File: src/rtl/block_streamer_if.sv
// Platform beat stream between the block streamer (master) and its consumer (slave).
// Valid/ready handshake; payload holds steady while a beat waits for acceptance.
interface block_streamer_if #(
    parameter int PLAT_PER_BLOCK = 7,
    parameter int PHY_WIDTH      = 16,
    parameter int LEN_WIDTH      = 4
);
    localparam int IDX_W = (PLAT_PER_BLOCK > 1) ? $clog2(PLAT_PER_BLOCK) : 1;

    logic                 plat_valid;
    logic                 plat_ready;
    logic [IDX_W-1:0]     plat_idx;
    logic [PHY_WIDTH-1:0] plat_x;
    logic [PHY_WIDTH-1:0] plat_y;
    logic [LEN_WIDTH-1:0] plat_len;
    logic                 plat_last;

    modport master (
        output plat_valid, plat_idx, plat_x, plat_y, plat_len, plat_last,
        input  plat_ready
    );

    modport slave (
        input  plat_valid, plat_idx, plat_x, plat_y, plat_len, plat_last,
        output plat_ready
    );
endinterface

File: src/rtl/block_streamer.sv
// Tracks which vertical block the character occupies and streams that block's
// platform list to a consumer, restarting whenever the block changes.
module block_streamer #(
    parameter int BLOCK_NUM      = 7,
    parameter int PLAT_PER_BLOCK = 7,
    parameter int PHY_WIDTH      = 16,
    parameter int CAMERA_WIDTH   = 6,
    parameter int BLOCK_HEIGHT   = 480,
    parameter int LEN_WIDTH      = 4,
    parameter int HYST           = 8
) (
    input  logic                        sys_clk,
    input  logic                        sys_rst,
    input  logic signed [PHY_WIDTH:0]   abs_char_y,
    block_streamer_if.master            plat,
    output logic [CAMERA_WIDTH-1:0]     camera_y,
    output logic [3:0]                  cur_block_type,
    output logic                        block_switch,
    output logic                        switch_up
);

    localparam int               IDX_W    = (PLAT_PER_BLOCK > 1) ? $clog2(PLAT_PER_BLOCK) : 1;
    localparam logic [IDX_W-1:0] LAST_IDX = IDX_W'(PLAT_PER_BLOCK - 1);
    localparam logic [3:0]       TYPE_MAX = 4'(BLOCK_NUM - 1);
    localparam int               EXT_W    = PHY_WIDTH + 2;

    typedef enum logic [0:0] {S_IDLE, S_STREAM} state_t;

    function automatic logic [PHY_WIDTH-1:0] clamp_y(input logic signed [PHY_WIDTH:0] v);
        return v[PHY_WIDTH] ? '0 : v[PHY_WIDTH-1:0];
    endfunction

    function automatic logic [CAMERA_WIDTH-1:0] sat_cam(input logic [PHY_WIDTH-1:0] cnt);
        if (cnt >= PHY_WIDTH'(2**CAMERA_WIDTH - 1))
            return '1;
        return cnt[CAMERA_WIDTH-1:0];
    endfunction

    function automatic logic [3:0] type_inc(input logic [3:0] t);
        return (t == TYPE_MAX) ? 4'd0 : t + 4'd1;
    endfunction

    function automatic logic [3:0] type_dec(input logic [3:0] t);
        return (t == 4'd0) ? TYPE_MAX : t - 4'd1;
    endfunction

    // Entry packing: {x[8:0], y[8:0], len[3:0]}; key = {type, beat}.
    function automatic logic [21:0] plat_lut(input logic [3:0] t, input logic [IDX_W-1:0] i);
        logic [6:0]  key;
        logic [21:0] ent;
        key = {t, 3'(i)};
        ent = '0;
        case (key)
            7'd0:  ent = {9'd280, 9'd75,  4'd10};
            7'd1:  ent = {9'd100, 9'd100, 4'd8};
            7'd2:  ent = {9'd370, 9'd200, 4'd10};
            7'd3:  ent = {9'd30,  9'd250, 4'd8};
            7'd4:  ent = {9'd250, 9'd320, 4'd8};
            7'd5:  ent = {9'd120, 9'd380, 4'd8};
            7'd6:  ent = {9'd400, 9'd380, 4'd8};
            7'd8:  ent = {9'd300, 9'd30,  4'd10};
            7'd9:  ent = {9'd60,  9'd120, 4'd8};
            7'd10: ent = {9'd220, 9'd160, 4'd6};
            7'd11: ent = {9'd380, 9'd220, 4'd8};
            7'd12: ent = {9'd140, 9'd280, 4'd10};
            7'd13: ent = {9'd20,  9'd360, 4'd6};
            7'd14: ent = {9'd320, 9'd420, 4'd8};
            7'd16: ent = {9'd40,  9'd40,  4'd8};
            7'd17: ent = {9'd200, 9'd90,  4'd10};
            7'd18: ent = {9'd360, 9'd150, 4'd8};
            7'd19: ent = {9'd120, 9'd210, 4'd6};
            7'd20: ent = {9'd280, 9'd270, 4'd8};
            7'd21: ent = {9'd420, 9'd330, 4'd6};
            7'd22: ent = {9'd180, 9'd400, 4'd10};
            7'd24: ent = {9'd350, 9'd50,  4'd8};
            7'd25: ent = {9'd150, 9'd110, 4'd6};
            7'd26: ent = {9'd10,  9'd170, 4'd10};
            7'd27: ent = {9'd250, 9'd230, 4'd8};
            7'd28: ent = {9'd400, 9'd290, 4'd8};
            7'd29: ent = {9'd90,  9'd350, 4'd10};
            7'd30: ent = {9'd260, 9'd430, 4'd6};
            7'd32: ent = {9'd100, 9'd20,  4'd12};
            7'd33: ent = {9'd300, 9'd80,  4'd6};
            7'd34: ent = {9'd180, 9'd140, 4'd8};
            7'd35: ent = {9'd40,  9'd200, 4'd10};
            7'd36: ent = {9'd340, 9'd260, 4'd6};
            7'd37: ent = {9'd200, 9'd330, 4'd8};
            7'd38: ent = {9'd60,  9'd410, 4'd12};
            7'd40: ent = {9'd220, 9'd60,  4'd6};
            7'd41: ent = {9'd420, 9'd110, 4'd8};
            7'd42: ent = {9'd80,  9'd180, 4'd8};
            7'd43: ent = {9'd260, 9'd240, 4'd10};
            7'd44: ent = {9'd10,  9'd300, 4'd6};
            7'd45: ent = {9'd330, 9'd360, 4'd8};
            7'd46: ent = {9'd150, 9'd440, 4'd10};
            7'd48: ent = {9'd160, 9'd35,  4'd10};
            7'd49: ent = {9'd20,  9'd95,  4'd6};
            7'd50: ent = {9'd300, 9'd155, 4'd8};
            7'd51: ent = {9'd440, 9'd215, 4'd6};
            7'd52: ent = {9'd190, 9'd285, 4'd10};
            7'd53: ent = {9'd50,  9'd345, 4'd8};
            7'd54: ent = {9'd380, 9'd415, 4'd8};
            default: ent = '0;
        endcase
        return ent;
    endfunction

    logic [PHY_WIDTH-1:0] y_q;
    logic [PHY_WIDTH-1:0] base;
    logic [PHY_WIDTH-1:0] blk_cnt;
    logic [3:0]           type_q;
    logic [PHY_WIDTH:0]   up_thresh;
    logic [EXT_W-1:0]     up_top;
    logic                 step_up;
    logic                 step_dn;

    state_t               state_q;
    state_t               state_nxt;
    logic                 pending;
    logic                 pend_clr;
    logic                 vld_p2;
    logic                 vld_nxt;
    logic [IDX_W-1:0]     idx_p2;
    logic [IDX_W-1:0]     idx_nxt;
    logic [3:0]           ltype_p2;
    logic [3:0]           ltype_nxt;
    logic [21:0]          lut_ent;
    logic [PHY_WIDTH-1:0] px_p2;
    logic [PHY_WIDTH-1:0] py_p2;
    logic [LEN_WIDTH-1:0] plen_p2;

    // Stage p0: register and clamp the character height.
    always_ff @(posedge sys_clk) begin
        if (sys_rst)
            y_q <= '0;
        else
            y_q <= clamp_y(abs_char_y);
    end

    // Stage p1: block step decision. Compares run one bit wider so base+height cannot wrap.
    always_comb begin
        up_thresh = {1'b0, base} + (PHY_WIDTH+1)'(BLOCK_HEIGHT);
        up_top    = EXT_W'(base) + EXT_W'(2 * BLOCK_HEIGHT);
        step_up   = ({1'b0, y_q} >= up_thresh) && (up_top <= EXT_W'(2**PHY_WIDTH - 1));
        step_dn   = !step_up && (base != '0)
                    && (({1'b0, y_q} + (PHY_WIDTH+1)'(HYST)) < {1'b0, base});
    end

    always_ff @(posedge sys_clk) begin
        if (sys_rst) begin
            base         <= '0;
            blk_cnt      <= '0;
            type_q       <= '0;
            camera_y     <= '0;
            block_switch <= 1'b0;
            switch_up    <= 1'b0;
        end else begin
            block_switch <= step_up | step_dn;
            switch_up    <= step_up;
            if (step_up) begin
                base     <= base + PHY_WIDTH'(BLOCK_HEIGHT);
                blk_cnt  <= blk_cnt + PHY_WIDTH'(1);
                type_q   <= type_inc(type_q);
                camera_y <= sat_cam(blk_cnt + PHY_WIDTH'(1));
            end else if (step_dn) begin
                base     <= base - PHY_WIDTH'(BLOCK_HEIGHT);
                blk_cnt  <= blk_cnt - PHY_WIDTH'(1);
                type_q   <= type_dec(type_q);
                camera_y <= sat_cam(blk_cnt - PHY_WIDTH'(1));
            end
        end
    end

    // Stage p2: stream FSM. A pending switch aborts the current list at the next handshake.
    always_comb begin
        state_nxt = state_q;
        vld_nxt   = vld_p2;
        idx_nxt   = idx_p2;
        ltype_nxt = ltype_p2;
        pend_clr  = 1'b0;
        case (state_q)
            S_IDLE: begin
                if (pending) begin
                    state_nxt = S_STREAM;
                    vld_nxt   = 1'b1;
                    idx_nxt   = '0;
                    ltype_nxt = type_q;
                    pend_clr  = 1'b1;
                end
            end
            S_STREAM: begin
                if (vld_p2 && plat.plat_ready) begin
                    if (pending) begin
                        idx_nxt   = '0;
                        ltype_nxt = type_q;
                        pend_clr  = 1'b1;
                    end else if (idx_p2 == LAST_IDX) begin
                        state_nxt = S_IDLE;
                        vld_nxt   = 1'b0;
                        idx_nxt   = '0;
                    end else begin
                        idx_nxt = idx_p2 + IDX_W'(1);
                    end
                end
            end
            default: begin
                state_nxt = S_IDLE;
                vld_nxt   = 1'b0;
                idx_nxt   = '0;
            end
        endcase
        lut_ent = plat_lut(ltype_nxt, idx_nxt);
    end

    always_ff @(posedge sys_clk) begin
        if (sys_rst) begin
            state_q  <= S_IDLE;
            pending  <= 1'b1;
            vld_p2   <= 1'b0;
            idx_p2   <= '0;
            ltype_p2 <= '0;
        end else begin
            state_q  <= state_nxt;
            pending  <= step_up | step_dn | (pending & ~pend_clr);
            vld_p2   <= vld_nxt;
            idx_p2   <= idx_nxt;
            ltype_p2 <= ltype_nxt;
        end
    end

    // Payload follows the next-cycle index, so it is ready when valid rises and frozen on stall.
    always_ff @(posedge sys_clk) begin
        px_p2   <= PHY_WIDTH'(lut_ent[21:13]);
        py_p2   <= PHY_WIDTH'(lut_ent[12:4]);
        plen_p2 <= LEN_WIDTH'(lut_ent[3:0]);
    end

    assign plat.plat_valid = vld_p2;
    assign plat.plat_idx   = idx_p2;
    assign plat.plat_x     = px_p2;
    assign plat.plat_y     = py_p2;
    assign plat.plat_len   = plen_p2;
    assign plat.plat_last  = vld_p2 && (idx_p2 == LAST_IDX);
    assign cur_block_type  = type_q;

endmodule
File: src/flat_wrapper.sv
// flat-port wrapper written by rule: the top's interface ports become plain ports
module block_streamer_flat 
#(
    parameter int BLOCK_NUM      = 7,
    parameter int PLAT_PER_BLOCK = 7,
    parameter int PHY_WIDTH      = 16,
    parameter int CAMERA_WIDTH   = 6,
    parameter int BLOCK_HEIGHT   = 480,
    parameter int LEN_WIDTH      = 4,
    parameter int HYST           = 8
)
  (sys_clk, sys_rst, abs_char_y, camera_y, cur_block_type, block_switch, switch_up, plat_plat_valid, plat_plat_idx, plat_plat_x, plat_plat_y, plat_plat_len, plat_plat_last, plat_plat_ready);
  block_streamer_if #(.PLAT_PER_BLOCK(PLAT_PER_BLOCK), .PHY_WIDTH(PHY_WIDTH), .LEN_WIDTH(LEN_WIDTH)) plat_i ();
  input  logic sys_clk;
  input  logic sys_rst;
  input  logic signed [PHY_WIDTH:0] abs_char_y;
  output logic [CAMERA_WIDTH-1:0] camera_y;
  output logic [3:0] cur_block_type;
  output logic block_switch;
  output logic switch_up;
  output wire logic [$bits(plat_i.plat_valid)-1:0] plat_plat_valid;
  output wire logic [$bits(plat_i.plat_idx)-1:0] plat_plat_idx;
  output wire logic [$bits(plat_i.plat_x)-1:0] plat_plat_x;
  output wire logic [$bits(plat_i.plat_y)-1:0] plat_plat_y;
  output wire logic [$bits(plat_i.plat_len)-1:0] plat_plat_len;
  output wire logic [$bits(plat_i.plat_last)-1:0] plat_plat_last;
  input wire logic [$bits(plat_i.plat_ready)-1:0] plat_plat_ready;
  assign plat_plat_valid = plat_i.plat_valid;
  assign plat_plat_idx = plat_i.plat_idx;
  assign plat_plat_x = plat_i.plat_x;
  assign plat_plat_y = plat_i.plat_y;
  assign plat_plat_len = plat_i.plat_len;
  assign plat_plat_last = plat_i.plat_last;
  assign plat_i.plat_ready = plat_plat_ready;
  block_streamer #(.BLOCK_NUM(BLOCK_NUM), .PLAT_PER_BLOCK(PLAT_PER_BLOCK), .PHY_WIDTH(PHY_WIDTH), .CAMERA_WIDTH(CAMERA_WIDTH), .BLOCK_HEIGHT(BLOCK_HEIGHT), .LEN_WIDTH(LEN_WIDTH), .HYST(HYST)) u_core (.sys_clk(sys_clk), .sys_rst(sys_rst), .abs_char_y(abs_char_y), .plat(plat_i), .camera_y(camera_y), .cur_block_type(cur_block_type), .block_switch(block_switch), .switch_up(switch_up));
endmodule
File: config.mk
export PLATFORM = sky130hd
export DESIGN_NAME = block_streamer_flat
export DESIGN_NICKNAME = d
export VERILOG_FILES = /design/src/rtl/block_streamer_if.sv /design/src/rtl/block_streamer.sv /design/src/flat_wrapper.sv
export SDC_FILE = /design/constraint.sdc
export NUM_CORES = 1
export LEC_CHECK = 0
export ABC_AREA = 1
export BUFFER_PORTS_ARGS = -buffer_cell sky130_fd_sc_hd__buf_2
export CORE_ASPECT_RATIO = 1.4
export CORE_MARGIN = 2
export CORE_UTILIZATION = 51
export CTS_BUF_LIST = sky130_fd_sc_hd__clkbuf_8
export DETAILED_ROUTE_END_ITERATION = 12
export HOLD_SLACK_MARGIN = 0.1
export MAX_ROUTING_LAYER = met4
export PLACE_DENSITY = 0.81
export SLEW_MARGIN = 20
export SYNTH_ARGS = -nofsm -noshare
export SYNTH_HDL_FRONTEND = slang
export SYNTH_SLANG_ARGS = --single-unit
File: constraint.sdc
create_clock -name sys_clk -period 9.2 [get_ports sys_clk]
set_input_delay 0.46 -clock sys_clk [delete_from_list [all_inputs] [get_ports sys_clk]]
set_output_delay 0.46 -clock sys_clk [all_outputs]
set_load 0.03 [all_outputs]
; Word-level counts from Yosys, hierarchy flattened
; Memories as Yosys holds them, arrays and structs flattened. A register that Yosys moved wholly into a read port is not among the register bits.
; Cells that the tools add are included.
[word_totals]
register_bits = 83
mem_bits_ro = 1280
input_bits = 20
output_inout_bits = 53
wordCells = 93
mem_count = 1
[op_classes]
add_sub_neg = 10
magnitude_cmp = 5
eq_ne = 6
muxes = 41
bitwise = 5
reduce_logical = 11
[memory_table]
columns = name, depth, word_bits, rd, rd_clocked_by_memory_dff, write_ports, line
row1 = (name not given), 64, 20, 1, 1, 0, block_streamer.sv:53  ; case (key)
[ops]
columns = op, n
row1 = $mux 16, 4
row2 = $mux 6, 6
row3 = $ge 16x6->1 const B, 2
row4 = $mux 4, 6
row5 = $le 18x16->1 const B, 1
row6 = $add 16x10->17 const B, 1
row7 = $add 16x4->17 const B, 1
row8 = $add 16x9->17 const B, 1
row9 = $ge 16x17->1, 1
row10 = $lt 17x16->1, 1
row11 = $add 16x1->16 const B, 1
row12 = $add 16x9->16 const B, 1
row13 = $mux 1, 16
row14 = $reduce_bool 16->1, 1
row15 = $sub 16x1->16 const B, 1
row16 = $sub 16x9->16 const B, 1
row17 = $mux 3, 4
row18 = $pmux 4 s2, 1
row19 = $ne 2x2->1 const B, 3
row20 = $pmux 1 s2, 3
row21 = $pmux 3 s2, 1
row22 = $logic_and 1x1->1, 5
row23 = $add 4x1->4 const B, 1
row24 = $eq 4x3->1 const B, 1
row25 = 12 further kinds, 14

; Logic depth before layout (Yosys ltp)
; Gate-level depths: netlist (run 1).
[logic_depth]
ltp_word = 12
mapped_depth = 30
ltp_nobuf = 29

; Least setup slack after synthesis (run 1)
; OpenSTA, ideal clock, no wires.
[synth_timing]
kind = reg2reg
startpoint = register u_core.base[5]
endpoint = register u_core.base[12]
setup_ns = 0.123
arrival_time_ns = 3.783
t_required_ns = 9.077
setup_slack_ns = 5.294
stages_incl_launch_ff = 26
path_buffers = 1
period_less_slack_ns = 3.906
cell_sequence = dfxtp_1 -> inv_1 -> nand3_1 -> o21ai_0 -> or2_2 -> xor2_1 -> ha_1 -> nand2_1 -> nor2_1 -> nand2_1 -> inv_1 -> nand2_1 -> nand2_1 -> nand2_1 -> nand2_1 -> nand2_1 -> a21oi_2 -> clkbuf_1 -> ha_1 -> a21oi_1 -> o21ai_0 -> a21oi_1 -> nor2_1 -> nor2_1 -> xor2_1 -> o22ai_1
[synth_via]
elab_chain_cells = 7
elab_cells_between_ends = 15
classes_between = 4 x add/sub / 3 x order compare / 2 x mux / 6 x reduce/logical
[synth_rtl]
columns = item, line
row1 = from (decl), block_streamer.sv:109  ; logic [PHY_WIDTH-1:0] base;
row2 = from (signal assigned), block_streamer.sv:161  ; base <= base + PHY_WIDTH'(BLOCK_HEIGHT);
row3 = from (signal assigned), block_streamer.sv:166  ; base <= base - PHY_WIDTH'(BLOCK_HEIGHT);
row4 = $add 16x9->17 *, block_streamer.sv:142  ; up_thresh = {1'b0, base} + (PHY_WIDTH+1)'(BLOCK_HEIGHT);
row5 = via u_core.up_thresh[5], block_streamer.sv:112  ; logic [PHY_WIDTH:0] up_thresh;
row6 = $ge 16x17->1 *, block_streamer.sv:144  ; step_up = ({1'b0, y_q} >= up_thresh) && (up_top <= EXT_W'(2**PHY_WIDTH - 1));
row7 = $logic_and 1x1->1 *, block_streamer.sv:144
row8 = via u_core.step_up, block_streamer.sv:114  ; logic step_up;
row9 = $logic_not 1->1, block_streamer.sv:145  ; step_dn = !step_up && (base != '0)
row10 = $logic_and 1x1->1, block_streamer.sv:145
row11 = $logic_and 1x1->1, block_streamer.sv:146  ; && (({1'b0, y_q} + (PHY_WIDTH+1)'(HYST)) < {1'b0, base});
row12 = $reduce_bool 2->1 (no line), -
; The timed path passes the listed nets; every way through them passes the cells marked *. The select of a mux whose other input is x is not followed.
; A chain may end at the register's enable or synchronous reset.

; Worst setup path in the final report (run 1)
[layout_timing]
startpoint = register u_core.base[5]
endpoint = register u_core.base[13]
[layout_via]
elab_chain_cells = 7
elab_cells_between_ends = 15
classes_between = 4 x add/sub / 3 x order compare / 2 x mux / 6 x reduce/logical
[layout_rtl]
columns = item, line
row1 = $add 16x9->17 *, block_streamer.sv:142
row2 = via u_core.up_thresh[5], block_streamer.sv:112
row3 = $ge 16x17->1 *, block_streamer.sv:144
row4 = $logic_and 1x1->1 *, block_streamer.sv:144
row5 = $logic_not 1->1, block_streamer.sv:145
row6 = $logic_and 1x1->1, block_streamer.sv:145
row7 = $logic_and 1x1->1, block_streamer.sv:146
row8 = $reduce_bool 2->1 (no line), -
; Marks and branches as above.

==> run_summary.xml, run 1 <==
<?xml version="1.0" encoding="UTF-8"?>
<metrics>
  <group name="routing">
    <metric name="detail_route.iter0.violations" unit="">457</metric>
    <metric name="postRouteAntennaNets" unit="">0</metric>
    <metric name="avgViaCountPerCell" unit="">5.42</metric>
    <metric name="num_vias" unit="">7356</metric>
    <metric name="drt_pass1_iterations" unit="">6</metric>
    <metric name="route.detailed.drc" unit="">0</metric>
    <metric name="wirelength" unit="mm">18.9</metric>
    <metric name="avgRoutedWirePerCell" unit="um">13.9</metric>
  </group>
  <group name="place">
    <metric name="place_worst_setup_slack" unit="ns">4.98</metric>
    <metric name="gp_congestion" unit="">0.982</metric>
    <metric name="place.port_buffers" unit="">56</metric>
    <metric name="place_hpwl" unit="mm">14.5</metric>
  </group>
  <group name="critical_path">
    <metric name="timing.reg2reg.setup_slack" unit="ns">4.90</metric>
    <metric name="path_max_fanout" unit="">29</metric>
    <metric name="worst_ep_required_time" unit="ns">9.44</metric>
    <metric name="crit-reg2reg-capture" unit="">u_core.base[13]$_SDFFE_PP0P_</metric>
    <metric name="worstRegToRegCells" unit="">26</metric>
    <metric name="cp_num_buf_inv" unit="">4</metric>
    <metric name="crit_family" unit="">compound AO/OA/AOI/OAI gates</metric>
    <metric name="cpPeakStageDelay" unit="ns">0.51</metric>
    <metric name="path_class" unit="">reg -&gt; reg</metric>
    <metric name="critical_path.reg2reg.startpoint" unit="">u_core.base[5]$_SDFFE_PP0P_</metric>
    <metric name="timing.critical_path.to_type" unit="">register</metric>
    <metric name="worstSetupStartpointType" unit="">register</metric>
    <metric name="critPathMostFrequentCell" unit="">nand2_1</metric>
    <metric name="worstPathArrival" unit="ns">4.54</metric>
    <metric name="timing.critical_path.slowest_stage_cell" unit="">dfxtp_1</metric>
  </group>
  <group name="sta">
    <metric name="setup_ws" unit="ns">4.90</metric>
    <metric name="grt_setup_unrepaired" unit="">no</metric>
    <metric name="timing_max_transition_violations_final" unit="">0</metric>
    <metric name="tightestPinTransition" unit="ns">0.968</metric>
    <metric name="final_hold_viol_count" unit="">0</metric>
    <metric name="finalClockSkew" unit="ns">0.0147</metric>
    <metric name="setup-tns-final" unit="ns">0</metric>
    <metric name="achievable-frequency" unit="MHz">233</metric>
    <metric name="final_period_minus_worst_setup_slack" unit="ns">4.30</metric>
    <metric name="ratio_of_final_minimum_period_to_clock_period" unit="">0.467</metric>
    <metric name="timing.slew.headroom" unit="">0.353</metric>
    <metric name="setup_viol_count_final" unit="">0</metric>
  </group>
  <group name="global_routing">
    <metric name="gr-usage-met1" unit="">0.311</metric>
    <metric name="grt_usage" unit="">0.274</metric>
    <metric name="met3_demand_to_capacity_share_in_global_routing" unit="">0.0413</metric>
    <metric name="grt_pass1_vias" unit="">6913</metric>
    <metric name="grt_remaining_overflow" unit="">0</metric>
    <metric name="number_of_antenna_violations_at_the_first_check_in_global_routing" unit="">0</metric>
    <metric name="grt_util_met2" unit="">0.456</metric>
    <metric name="grt_start_max_net_pins" unit="">37</metric>
    <metric name="wire_length_of_the_first_global_routing_pass" unit="mm">31.4</metric>
    <metric name="global_route_hottest_layer" unit="">met2</metric>
  </group>
  <group name="finish">
    <metric name="layout.cells.most_common" unit="">nand2_1</metric>
    <metric name="post_route_cells_drive_above_1_share" unit="">0.0970</metric>
    <metric name="antennaDiodeCount" unit="">0</metric>
    <metric name="fillCellCount" unit="">1344</metric>
    <metric name="regArea" unit="um2">1700</metric>
    <metric name="multi_input_comb_area" unit="um2">4480</metric>
    <metric name="finish.net_count" unit="">1239</metric>
    <metric name="syn2layout_area_growth" unit="%">7.53</metric>
    <metric name="mostFrequentLayoutCells" unit="">319 x nand2_1, 140 x inv_1, 139 x nor2_1</metric>
  </group>
  <group name="power">
    <metric name="power_density" unit="nW/um2">361</metric>
    <metric name="worst_supply_voltage_drop_on_vdd" unit="mV">0.161</metric>
    <metric name="leakage_component_of_the_power" unit="uW">0.00389</metric>
  </group>
  <group name="yosys">
    <metric name="mapped_cell_area" unit="um2">6960</metric>
    <metric name="synth_seq_area_share" unit="">0.245</metric>
    <metric name="async_set_or_reset_register_ratio_after_synthesis" unit="">0</metric>
    <metric name="synthesis.instances" unit="">1134</metric>
    <metric name="synth.ff_latch_count" unit="">85</metric>
    <metric name="ys.warnings.count" unit="">0</metric>
    <metric name="postSynth.topFlopCell" unit="">dfxtp_1</metric>
    <metric name="cell_variety_after_synth" unit="">46</metric>
    <metric name="synth_enable_flop_cells" unit="">0</metric>
    <metric name="post_synth.cell_area_avg" unit="um2">6.14</metric>
  </group>
  <group name="cts">
    <metric name="cts_max_path_buffers" unit="">2</metric>
    <metric name="postCtsResizedCells" unit="">0</metric>
    <metric name="clock_tree.htree_level_count" unit="">3</metric>
    <metric name="cts_tree" unit="">done</metric>
    <metric name="cts.clk_slew.worst_paths" unit="ns">0.08</metric>
    <metric name="cts_setup_buffers" unit="">0</metric>
    <metric name="cts.hold.buffers_added" unit="">0</metric>
    <metric name="clock_tree.root_cell" unit="">clkbuf_8</metric>
    <metric name="insertion_delay" unit="ns">0.38</metric>
    <metric name="tritoncts_num_sinks" unit="">85</metric>
    <metric name="cts_made_buffers" unit="">9</metric>
  </group>
  <group name="die">
    <metric name="die_area" unit="um2">14600</metric>
    <metric name="area_of_the_core" unit="um2">13300</metric>
    <metric name="initial_core_util" unit="">0.522</metric>
    <metric name="num_io_pins" unit="">73</metric>
    <metric name="rows" unit="">50</metric>
    <metric name="die_height" unit="um">142</metric>
    <metric name="die_w" unit="um">103</metric>
  </group>
  <group name="status">
    <metric name="run_status" unit="">finished clean</metric>
  </group>
  <group name="job">
    <metric name="drv.max_cap_violation_count" unit="">0</metric>
  </group>
  <group name="hold_path">
    <metric name="holdPathStages" unit="">3</metric>
    <metric name="beginning_of_the_worst_hold_path" unit="">abs_char_y[5]</metric>
    <metric name="hp-class" unit="">in -&gt; reg</metric>
    <metric name="holdPathEnd" unit="">u_core.y_q[5]$_SDFF_PP0_</metric>
  </group>
</metrics>
[power by group]
part	internal, uW	leakage (uW)	switching [uW]
combinational	582	0.00308	1210
sequential	493	0.000703	121
clock	157	0.000110	137
total	1230	0.00389	1470
[cell type report]
| type | count | area share |
|---|---|---|
| repair buffers | 61 | 0.0425 |
| inverters | 144 | 0.0729 |
| clock buffers | 10 | 0.0184 |
| well taps | 182 | 0.0304 |
| flip-flops and latches | 85 | 0.227 |
| clock inverters | 5 | 0.0102 |
| multi-input cells | 870 | 0.598 |
[kinds of logic after synthesis]
logic type / count (synthesis) / share of synthesized area
AND/OR/NAND/NOR: 629 / 0.391
other: 1 / 0.000539
AO/OA/AOI/OAI: 148 / 0.120
adder cells (fa/ha/maj): 48 / 0.0874
flip-flops: 85 / 0.245
buffers and inverters: 194 / 0.120
XOR/XNOR: 29 / 0.0365
[how the worst max path moves through the flow]
stage / from / endpoint / slack (ns) / cells past startpoint
finish: u_core.base[5]$_SDFFE_PP0P_ / u_core.base[13]$_SDFFE_PP0P_ / 4.90 / 26
global route: u_core.base[5]$_SDFFE_PP0P_ / u_core.base[12]$_SDFFE_PP0P_ / 4.46 / 26
CTS: u_core.base[5]$_SDFFE_PP0P_ / u_core.base[12]$_SDFFE_PP0P_ / 4.98 / 26
detailed placement: u_core.base[5]$_SDFFE_PP0P_ / u_core.base[12]$_SDFFE_PP0P_ / 4.98 / 26
global placement: u_core.base[5]$_SDFFE_PP0P_ / u_core.base[12]$_SDFFE_PP0P_ / 5.18 / 26
floorplan: u_core.base[5]$_SDFFE_PP0P_ / u_core.base[12]$_SDFFE_PP0P_ / 5.29 / 25
[metal layers]
metal  up-vias  share of wire
li1       3687              -
met1      3263           0.39
met2       321           0.49
met3        85          0.063
met4         0          0.055
met5         -              0
[metrics by stage]
| step | hold slack, ns | total power, uW | util | instances | area [um2] |
|---|---|---|---|---|---|
| 2_1_floorplan | 0.471 | 1990 | - | 1149 | 7010 |
| 3_3_place_gp | 0.433 | 2370 | 0.545 | 1342 | 7270 |
| 3_5_place_dp | 0.449 | 2380 | 0.545 | 1342 | 7270 |
| 4_1_cts | 0.295 | 2690 | 0.562 | 1357 | 7480 |
| 5_1_grt | 0.295 | 2970 | 0.562 | 1357 | 7480 |
| 6_report | 0.300 | 2700 | 0.562 | 1357 | 7480 |
[Yosys cell counts, types with 11 or more instances]
cell | instances | share of area
nor3_1 | 17 | 0.012
nor2_1 | 139 | 0.075
inv_1 | 139 | 0.075
nand4_1 | 21 | 0.019
o21ai_1 | 11 | 0.0079
buf_4 | 17 | 0.018
nand3_1 | 104 | 0.075
nand2_1 | 319 | 0.17
xor2_1 | 21 | 0.026
dfxtp_1 | 85 | 0.24
o21ai_0 | 54 | 0.039
a21oi_1 | 47 | 0.034
ha_1 | 47 | 0.085
clkbuf_1 | 19 | 0.010
[registers in the layout, summed over array words and instances, names as in the netlist]
signal and cells:
u_core.plat.plat_valid 1, u_core.base 11, u_core.plat.plat_y 9, u_core.plat.plat_x 8, u_core.plat.plat_idx 3, u_core.state_q 1
u_core.ltype_p2 4, u_core.y_q 16, u_core.block_switch 1, u_core.plat.plat_len 3, u_core.pending 1, u_core.blk_cnt 16
u_core.cur_block_type 4, u_core.switch_up 1, u_core.camera_y 6
[worst min-delay path, cell delays in order]
cell	delay (ns)
buf_2	0.09
inv_1	0.04
nor2_1	0.03
No activity file was read; power rests on OpenSTA's default activity.
==> run 2: changes to the inputs <==
--- a/config.mk
+++ b/config.mk
@@ -14,7 +14,7 @@
 export DETAILED_ROUTE_END_ITERATION = 12
 export HOLD_SLACK_MARGIN = 0.1
 export MAX_ROUTING_LAYER = met4
-export PLACE_DENSITY = 0.81
+export PLACE_DENSITY = 0.83
 export SLEW_MARGIN = 20
 export SYNTH_ARGS = -nofsm -noshare
 export SYNTH_HDL_FRONTEND = slang
==> constraint.sdc (replaced) <==
create_clock -name sys_clk -period 3.9 [get_ports sys_clk]
set_input_delay 0.195 -clock sys_clk [delete_from_list [all_inputs] [get_ports sys_clk]]
set_output_delay 0.195 -clock sys_clk [all_outputs]
set_load 0.03 [all_outputs]
==> run 2 against run 1 <==
Compared with the run above:
- register-to-register slack got worse by 4.6 ns
- non-clock buffer count up 26
- combinational power grew to 2.5 times the previous value
- die area is the same
==> run_summary.xml, run 2 (synthesis results as in run 1) <==
<?xml version="1.0" encoding="UTF-8"?>
<metrics>
  <group name="die">
    <metric name="num_io_pins" unit="">73</metric>
    <metric name="area_of_the_core" unit="um2">13300</metric>
    <metric name="die_w" unit="um">103</metric>
    <metric name="die_area" unit="um2">14600</metric>
    <metric name="initial_core_util" unit="">0.522</metric>
    <metric name="rows" unit="">50</metric>
    <metric name="die_height" unit="um">142</metric>
  </group>
  <group name="place">
    <metric name="place_hpwl" unit="mm">15.3</metric>
    <metric name="place.port_buffers" unit="">56</metric>
    <metric name="placed_cells_incl_taps" unit="">1350</metric>
    <metric name="place_worst_setup_slack" unit="ns">0.0159</metric>
    <metric name="gp_congestion" unit="">1.03</metric>
  </group>
  <group name="critical_path">
    <metric name="ordered_cell_list_for_the_critical_path" unit="">inv_2 -&gt; nand3_1 -&gt; o21ai_1 -&gt; or2_2 -&gt; xor2_1 -&gt; ha_1 -&gt; nand2_1 -&gt; nor2_1 -&gt; nand2_1 -&gt; inv_1 -&gt; nand2_1 -&gt; nand2_1 -&gt; nand2_1 -&gt; nand2_1 -&gt; nand2_1 -&gt; a21oi_4 -&gt; ha_1 -&gt; a21oi_1 -&gt; o21ai_0 -&gt; a21oi_2 -&gt; nor2_1 -&gt; nor2_1 -&gt; xor2_1 -&gt; o22ai_1</metric>
    <metric name="timing.critical_path.to_type" unit="">register</metric>
    <metric name="worstRegToRegCells" unit="">24</metric>
    <metric name="timing.reg2reg.setup_slack" unit="ns">0.29</metric>
    <metric name="critical_path.reg2reg.startpoint" unit="">u_core.base[6]$_SDFFE_PP0P_</metric>
    <metric name="timing.critical_path.slowest_stage_cell" unit="">dfxtp_2</metric>
    <metric name="worstSetupStartpointType" unit="">register</metric>
    <metric name="path_class" unit="">reg -&gt; reg</metric>
    <metric name="worstPathArrival" unit="ns">3.85</metric>
    <metric name="crit-reg2reg-capture" unit="">u_core.base[13]$_SDFFE_PP0P_</metric>
    <metric name="path_max_fanout" unit="">6</metric>
    <metric name="critPathMostFrequentCell" unit="">nand2_1</metric>
    <metric name="worst_ep_required_time" unit="ns">4.14</metric>
    <metric name="cpPeakStageDelay" unit="ns">0.37</metric>
  </group>
  <group name="global_routing">
    <metric name="wire_length_of_the_first_global_routing_pass" unit="mm">33.8</metric>
    <metric name="grt_start_max_net_pins" unit="">26</metric>
    <metric name="number_of_antenna_violations_at_the_first_check_in_global_routing" unit="">0</metric>
    <metric name="grt_pass1_vias" unit="">7059</metric>
    <metric name="grt_usage" unit="">0.299</metric>
    <metric name="grt_remaining_overflow" unit="">0</metric>
  </group>
  <group name="routing">
    <metric name="wirelength" unit="mm">20.9</metric>
    <metric name="detail_route.iter0.violations" unit="">603</metric>
    <metric name="num_vias" unit="">7575</metric>
    <metric name="postRouteAntennaNets" unit="">0</metric>
    <metric name="drt_pass1_iterations" unit="">8</metric>
    <metric name="avgViaCountPerCell" unit="">5.47</metric>
    <metric name="route.detailed.drc" unit="">0</metric>
    <metric name="avgRoutedWirePerCell" unit="um">15.1</metric>
  </group>
  <group name="finish">
    <metric name="mostFrequentLayoutCells" unit="">317 x nand2_1, 139 x nor2_1, 137 x inv_1</metric>
    <metric name="post_route_cells_drive_above_1_share" unit="">0.119</metric>
    <metric name="layout.cells.most_common" unit="">nand2_1</metric>
    <metric name="largest_registers_in_the_final_layout" unit="">u_core.blk_cnt: 16 flops, u_core.y_q: 16 flops, u_core.base: 11 flops</metric>
    <metric name="syn2layout_area_growth" unit="%">12.2</metric>
    <metric name="finish.net_count" unit="">1265</metric>
    <metric name="antennaDiodeCount" unit="">0</metric>
    <metric name="final_cell_count_no_fill" unit="">1384</metric>
  </group>
  <group name="sta">
    <metric name="tightestPinTransition" unit="ns">0.778</metric>
    <metric name="setup-tns-final" unit="ns">0</metric>
    <metric name="timing_max_transition_violations_final" unit="">0</metric>
    <metric name="setup_viol_count_final" unit="">0</metric>
    <metric name="grt_setup_unrepaired" unit="">no</metric>
    <metric name="finalClockSkew" unit="ns">0.0133</metric>
    <metric name="timing.slew.headroom" unit="">0.479</metric>
    <metric name="setup_ws" unit="ns">0.286</metric>
    <metric name="achievable-frequency" unit="MHz">277</metric>
    <metric name="final_hold_viol_count" unit="">0</metric>
    <metric name="final_period_minus_worst_setup_slack" unit="ns">3.61</metric>
    <metric name="ratio_of_final_minimum_period_to_clock_period" unit="">0.927</metric>
  </group>
  <group name="power">
    <metric name="power_density" unit="nW/um2">853</metric>
    <metric name="finalPower" unit="uW">6660</metric>
    <metric name="worst_supply_voltage_drop_on_vdd" unit="mV">0.309</metric>
    <metric name="leakage_component_of_the_power" unit="uW">0.00401</metric>
  </group>
  <group name="cts">
    <metric name="cts.clk_slew.worst_paths" unit="ns">0.10</metric>
    <metric name="cts_tree" unit="">done</metric>
    <metric name="insertion_delay" unit="ns">0.37</metric>
    <metric name="cts_max_path_buffers" unit="">2</metric>
    <metric name="cts_made_buffers" unit="">9</metric>
    <metric name="clock_tree.htree_level_count" unit="">3</metric>
    <metric name="tritoncts_num_sinks" unit="">85</metric>
    <metric name="clock_tree.root_cell" unit="">clkbuf_8</metric>
  </group>
  <group name="job">
    <metric name="drv.max_cap_violation_count" unit="">0</metric>
  </group>
  <group name="status">
    <metric name="run_status" unit="">finished clean</metric>
  </group>
  <group name="hold_path">
    <metric name="holdPathEnd" unit="">u_core.ltype_p2[3]$_SDFF_PP0_</metric>
    <metric name="holdPathStages" unit="">2</metric>
    <metric name="beginning_of_the_worst_hold_path" unit="">sys_rst</metric>
    <metric name="hp-class" unit="">in -&gt; reg</metric>
  </group>
</metrics>
## run 2: timing repair
item,CTS,global route
gates resized for setup,4,18
buffers inserted,0,2
hold buffers,16,0
endpoints found under the setup margin,3,8
pin swaps,0,4
hold endpoints to repair,16,0
## run 2: worst max-delay path: cells and delay by family, from the launching register on
| family | cells | cell delay (ns) |
|---|---|---|
| and+or+nand+nor | 12 | 1.14 |
| AOI/OAI and AO/OA | 6 | 0.95 |
| adders and majority gates | 2 | 0.59 |
| DFF | 1 | 0.37 |
| xor gates and xnor gates | 2 | 0.32 |
| buffers and inverters | 2 | 0.12 |
## run 2: worst max-delay path by stage
stage                           startpoint                      endpoint  slack (ns)  cells past startpoint
3_3_place_gp   u_core.base[6]$_SDFFE_PP0P_  u_core.base[15]$_SDFFE_PP0P_        0.17                     26
6_report       u_core.base[6]$_SDFFE_PP0P_  u_core.base[13]$_SDFFE_PP0P_        0.29                     24
2_1_floorplan  u_core.base[5]$_SDFFE_PP0P_  u_core.base[12]$_SDFFE_PP0P_        0.14                     25
4_1_cts        u_core.base[6]$_SDFFE_PP0P_  u_core.base[15]$_SDFFE_PP0P_       0.007                     26
3_5_place_dp   u_core.base[6]$_SDFFE_PP0P_  u_core.base[15]$_SDFFE_PP0P_        0.02                     26
5_1_grt        u_core.base[6]$_SDFFE_PP0P_  u_core.base[12]$_SDFFE_PP0P_       0.005                     24
## run 2: through the flow
| step | instance area (um2) | utilization | hold WS (ns) |
|---|---|---|---|
| after global routing | 7810 | 0.586 | 0.294 |
| final | 7810 | 0.586 | 0.263 |
| after detailed placement | 7330 | 0.550 | 0.413 |
| after floorplan | 7020 | - | 0.307 |
| after global placement | 7330 | 0.550 | 0.411 |
| after CTS | 7720 | 0.580 | 0.267 |
## run 2: area by class of cell
type                       count  area, um2
clock buffer                  10        138
multi-input combinational    870       4580
clock inverter                 6       62.6
sequential                    85       1700
fill                        1341       5520
inverter                     144        546
tap                          182        228
timing repair buffer          87        553
## run 2: metal layers
layer / vias to the layer above / track usage / wire, um
met4: 0 / 0.145 / 1080
met2: 353 / 0.514 / 10500
li1: 3738 / - / -
met1: 3393 / 0.337 / 8000
met5: - / - / 0
met3: 91 / 0.0388 / 1320
## run 2: report_power, final
| part | internal (uW) | switching, uW | total (uW) |
|---|---|---|---|
| registers | 1160 | 289 | 1450 |
| clock network | 313 | 356 | 669 |
| logic | 1510 | 3030 | 4540 |
| total | 2990 | 3670 | 6660 |
==> run 3: changes to the inputs <==
--- a/config.mk
+++ b/config.mk
@@ -14,8 +14,7 @@
 export DETAILED_ROUTE_END_ITERATION = 12
 export HOLD_SLACK_MARGIN = 0.1
 export MAX_ROUTING_LAYER = met4
-export PLACE_DENSITY = 0.83
-export SLEW_MARGIN = 20
+export PLACE_DENSITY = 0.73
 export SYNTH_ARGS = -nofsm -noshare
 export SYNTH_HDL_FRONTEND = slang
 export SYNTH_SLANG_ARGS = --single-unit
==> run 3 against run 2 <==
Compared with the run above:
- die area unchanged
- first-iteration DRC count is 18% lower
- global-route usage fell by 0.22 points
- count of clock-buffer cells in the layout is 1 lower
- highest routed layer unchanged
==> run_summary.xml, run 3 (synthesis results as in run 1) <==
<?xml version="1.0" encoding="UTF-8"?>
<metrics>
  <group name="status">
    <metric name="run_status" unit="">finished clean</metric>
  </group>
  <group name="cts">
    <metric name="cts.clk_slew.worst_paths" unit="ns">0.10</metric>
    <metric name="tritoncts_num_sinks" unit="">85</metric>
    <metric name="cts_tree" unit="">done</metric>
    <metric name="clock_tree.root_cell" unit="">clkbuf_8</metric>
    <metric name="cts_made_buffers" unit="">9</metric>
    <metric name="clock_tree.htree_level_count" unit="">3</metric>
    <metric name="cts_max_path_buffers" unit="">2</metric>
    <metric name="insertion_delay" unit="ns">0.38</metric>
  </group>
  <group name="global_routing">
    <metric name="grt_pass1_vias" unit="">6927</metric>
    <metric name="number_of_antenna_violations_at_the_first_check_in_global_routing" unit="">0</metric>
    <metric name="wire_length_of_the_first_global_routing_pass" unit="mm">33.3</metric>
    <metric name="grt_usage" unit="">0.297</metric>
    <metric name="grt_start_max_net_pins" unit="">29</metric>
    <metric name="grt_remaining_overflow" unit="">0</metric>
  </group>
  <group name="power">
    <metric name="combPwrFrac" unit="">0.672</metric>
    <metric name="leakage_component_of_the_power" unit="uW">0.00402</metric>
    <metric name="share_clk_of_total_power" unit="">0.111</metric>
    <metric name="power_density" unit="nW/um2">852</metric>
    <metric name="p_sw_frac" unit="">0.544</metric>
    <metric name="internal_power" unit="uW">3060</metric>
    <metric name="power_frac_seq" unit="">0.217</metric>
    <metric name="worst_supply_voltage_drop_on_vdd" unit="mV">0.343</metric>
    <metric name="power.net_switching" unit="uW">3650</metric>
  </group>
  <group name="finish">
    <metric name="layout.cells.most_common" unit="">nand2_1</metric>
    <metric name="antennaDiodeCount" unit="">0</metric>
    <metric name="mostFrequentLayoutCells" unit="">318 x nand2_1, 139 x inv_1, 139 x nor2_1</metric>
    <metric name="fillCellCount" unit="">1328</metric>
    <metric name="post_route_cells_drive_above_1_share" unit="">0.120</metric>
    <metric name="finish.net_count" unit="">1264</metric>
    <metric name="syn2layout_area_growth" unit="%">13.1</metric>
    <metric name="largest_registers_in_the_final_layout" unit="">u_core.blk_cnt: 16 flops, u_core.y_q: 16 flops, u_core.base: 11 flops</metric>
    <metric name="final_cell_count_no_fill" unit="">1383</metric>
  </group>
  <group name="die">
    <metric name="initial_core_util" unit="">0.522</metric>
    <metric name="die_w" unit="um">103</metric>
    <metric name="num_io_pins" unit="">73</metric>
    <metric name="rows" unit="">50</metric>
    <metric name="die_height" unit="um">142</metric>
    <metric name="area_of_the_core" unit="um2">13300</metric>
    <metric name="die_area" unit="um2">14600</metric>
  </group>
  <group name="routing">
    <metric name="wirelength" unit="mm">20.9</metric>
    <metric name="drt_pass1_iterations" unit="">6</metric>
    <metric name="detail_route.iter0.violations" unit="">492</metric>
    <metric name="num_vias" unit="">7518</metric>
    <metric name="avgRoutedWirePerCell" unit="um">15.1</metric>
    <metric name="avgViaCountPerCell" unit="">5.44</metric>
    <metric name="route.detailed.drc" unit="">0</metric>
    <metric name="postRouteAntennaNets" unit="">0</metric>
  </group>
  <group name="sta">
    <metric name="achievable-frequency" unit="MHz">274</metric>
    <metric name="setup_ws" unit="ns">0.244</metric>
    <metric name="finalClockSkew" unit="ns">0.0186</metric>
    <metric name="ratio_of_final_minimum_period_to_clock_period" unit="">0.937</metric>
    <metric name="setup_viol_count_final" unit="">0</metric>
    <metric name="timing_max_transition_violations_final" unit="">0</metric>
    <metric name="timing.slew.headroom" unit="">0.339</metric>
    <metric name="final_hold_viol_count" unit="">0</metric>
    <metric name="tightestPinTransition" unit="ns">0.992</metric>
    <metric name="final_period_minus_worst_setup_slack" unit="ns">3.66</metric>
  </group>
  <group name="place">
    <metric name="place.port_buffers" unit="">56</metric>
    <metric name="place_hpwl" unit="mm">15.5</metric>
    <metric name="placed_cells_incl_taps" unit="">1348</metric>
    <metric name="place_worst_setup_slack" unit="ns">-0.00779</metric>
    <metric name="gp_congestion" unit="">0.980</metric>
  </group>
  <group name="critical_path">
    <metric name="path_max_fanout" unit="">5</metric>
    <metric name="timing.critical_path.to_type" unit="">register</metric>
    <metric name="worst_ep_required_time" unit="ns">4.14</metric>
    <metric name="worstPathArrival" unit="ns">3.89</metric>
    <metric name="path_class" unit="">reg -&gt; reg</metric>
    <metric name="worstSetupStartpointType" unit="">register</metric>
  </group>
  <group name="hold_path">
    <metric name="hp-class" unit="">in -&gt; reg</metric>
  </group>
  <group name="job">
    <metric name="drv.max_cap_violation_count" unit="">0</metric>
  </group>
</metrics>
[run 3: power by group through the flow]
stage	registers, uW	logic, uW	clock network (uW)
final	1460	4500	745
after global routing	1490	5030	800
after CTS	1440	4310	758
after detailed placement	1460	4250	0
after global placement	1450	4250	0
after floorplan	1630	3070	0
[run 3: through the flow]
step,utilization,hold WS [ns],total power (uW),area (um2),TNS (ns)
after global routing,0.591,0.274,7320,7870,-0.0990
after floorplan,-,0.307,4700,7020,0
final,0.591,0.257,6710,7870,0
after detailed placement,0.549,0.414,5710,7310,-0.00779
after CTS,0.579,0.247,6510,7710,0
after global placement,0.549,0.411,5700,7310,0
[run 3: repair_timing]
action / CTS / global route
endpoints found under the hold margin: 16 / 0
setup endpoints to repair: 3 / 11
pin swaps: 0 / 5
hold buffers: 16 / 0
buffers inserted: 0 / 4
gates resized for setup: 2 / 25
[run 3: routing by layer]
layer	GRT usage	routed length (um)	up-vias
met5	-	0	-
met4	0.141	858	0
met3	0.0427	1290	74
met2	0.494	10300	318
met1	0.347	8430	3379
li1	-	-	3747
[run 3: layout make-up]
type	count	area [um2]	share of cell area
clock inverter	7	103	0.0130
timing repair buffer	86	553	0.0702
inverter	144	546	0.0693
clock buffer	9	124	0.0157
multi-input combinational	870	4620	0.586
tap	182	228	0.0289
sequential	85	1700	0.216
[run 3: critical path, stage by stage (launching register included)]
cell and delay, ns:
dfxtp_1 0.35, inv_1 0.11, ha_1 0.27, a21oi_2 0.16
inv_1 0.09, nor3_1 0.14, a21oi_1 0.07, ha_1 0.28
nand2_1 0.06, nor2_1 0.10, nand2_1 0.06, inv_1 0.05
nand2_1 0.05, nand2_1 0.06, nand2_1 0.05, nand2_1 0.06
nand2_1 0.11, a21oi_4 0.28, ha_4 0.26, a21oi_2 0.18
o21ai_1 0.11, a21oi_2 0.18, nor2_1 0.06, nor2_1 0.13
xor2_1 0.17, o22ai_1 0.10
[run 3: worst paths after layout]
kind | start | to | slack, ns | cells after the start
setup / recovery | u_core.base[5]$_SDFFE_PP0P_ | u_core.base[12]$_SDFFE_PP0P_ | 0.24 | 25
hold reg to reg | u_core.camera_y[2]$_SDFFE_PP0P_ | u_core.camera_y[2]$_SDFFE_PP0P_ | 0.47 | 2
setup reg to reg | u_core.base[5]$_SDFFE_PP0P_ | u_core.base[12]$_SDFFE_PP0P_ | 0.24 | 25
hold / removal | abs_char_y[16] | u_core.y_q[10]$_SDFF_PP0_ | 0.26 | 3
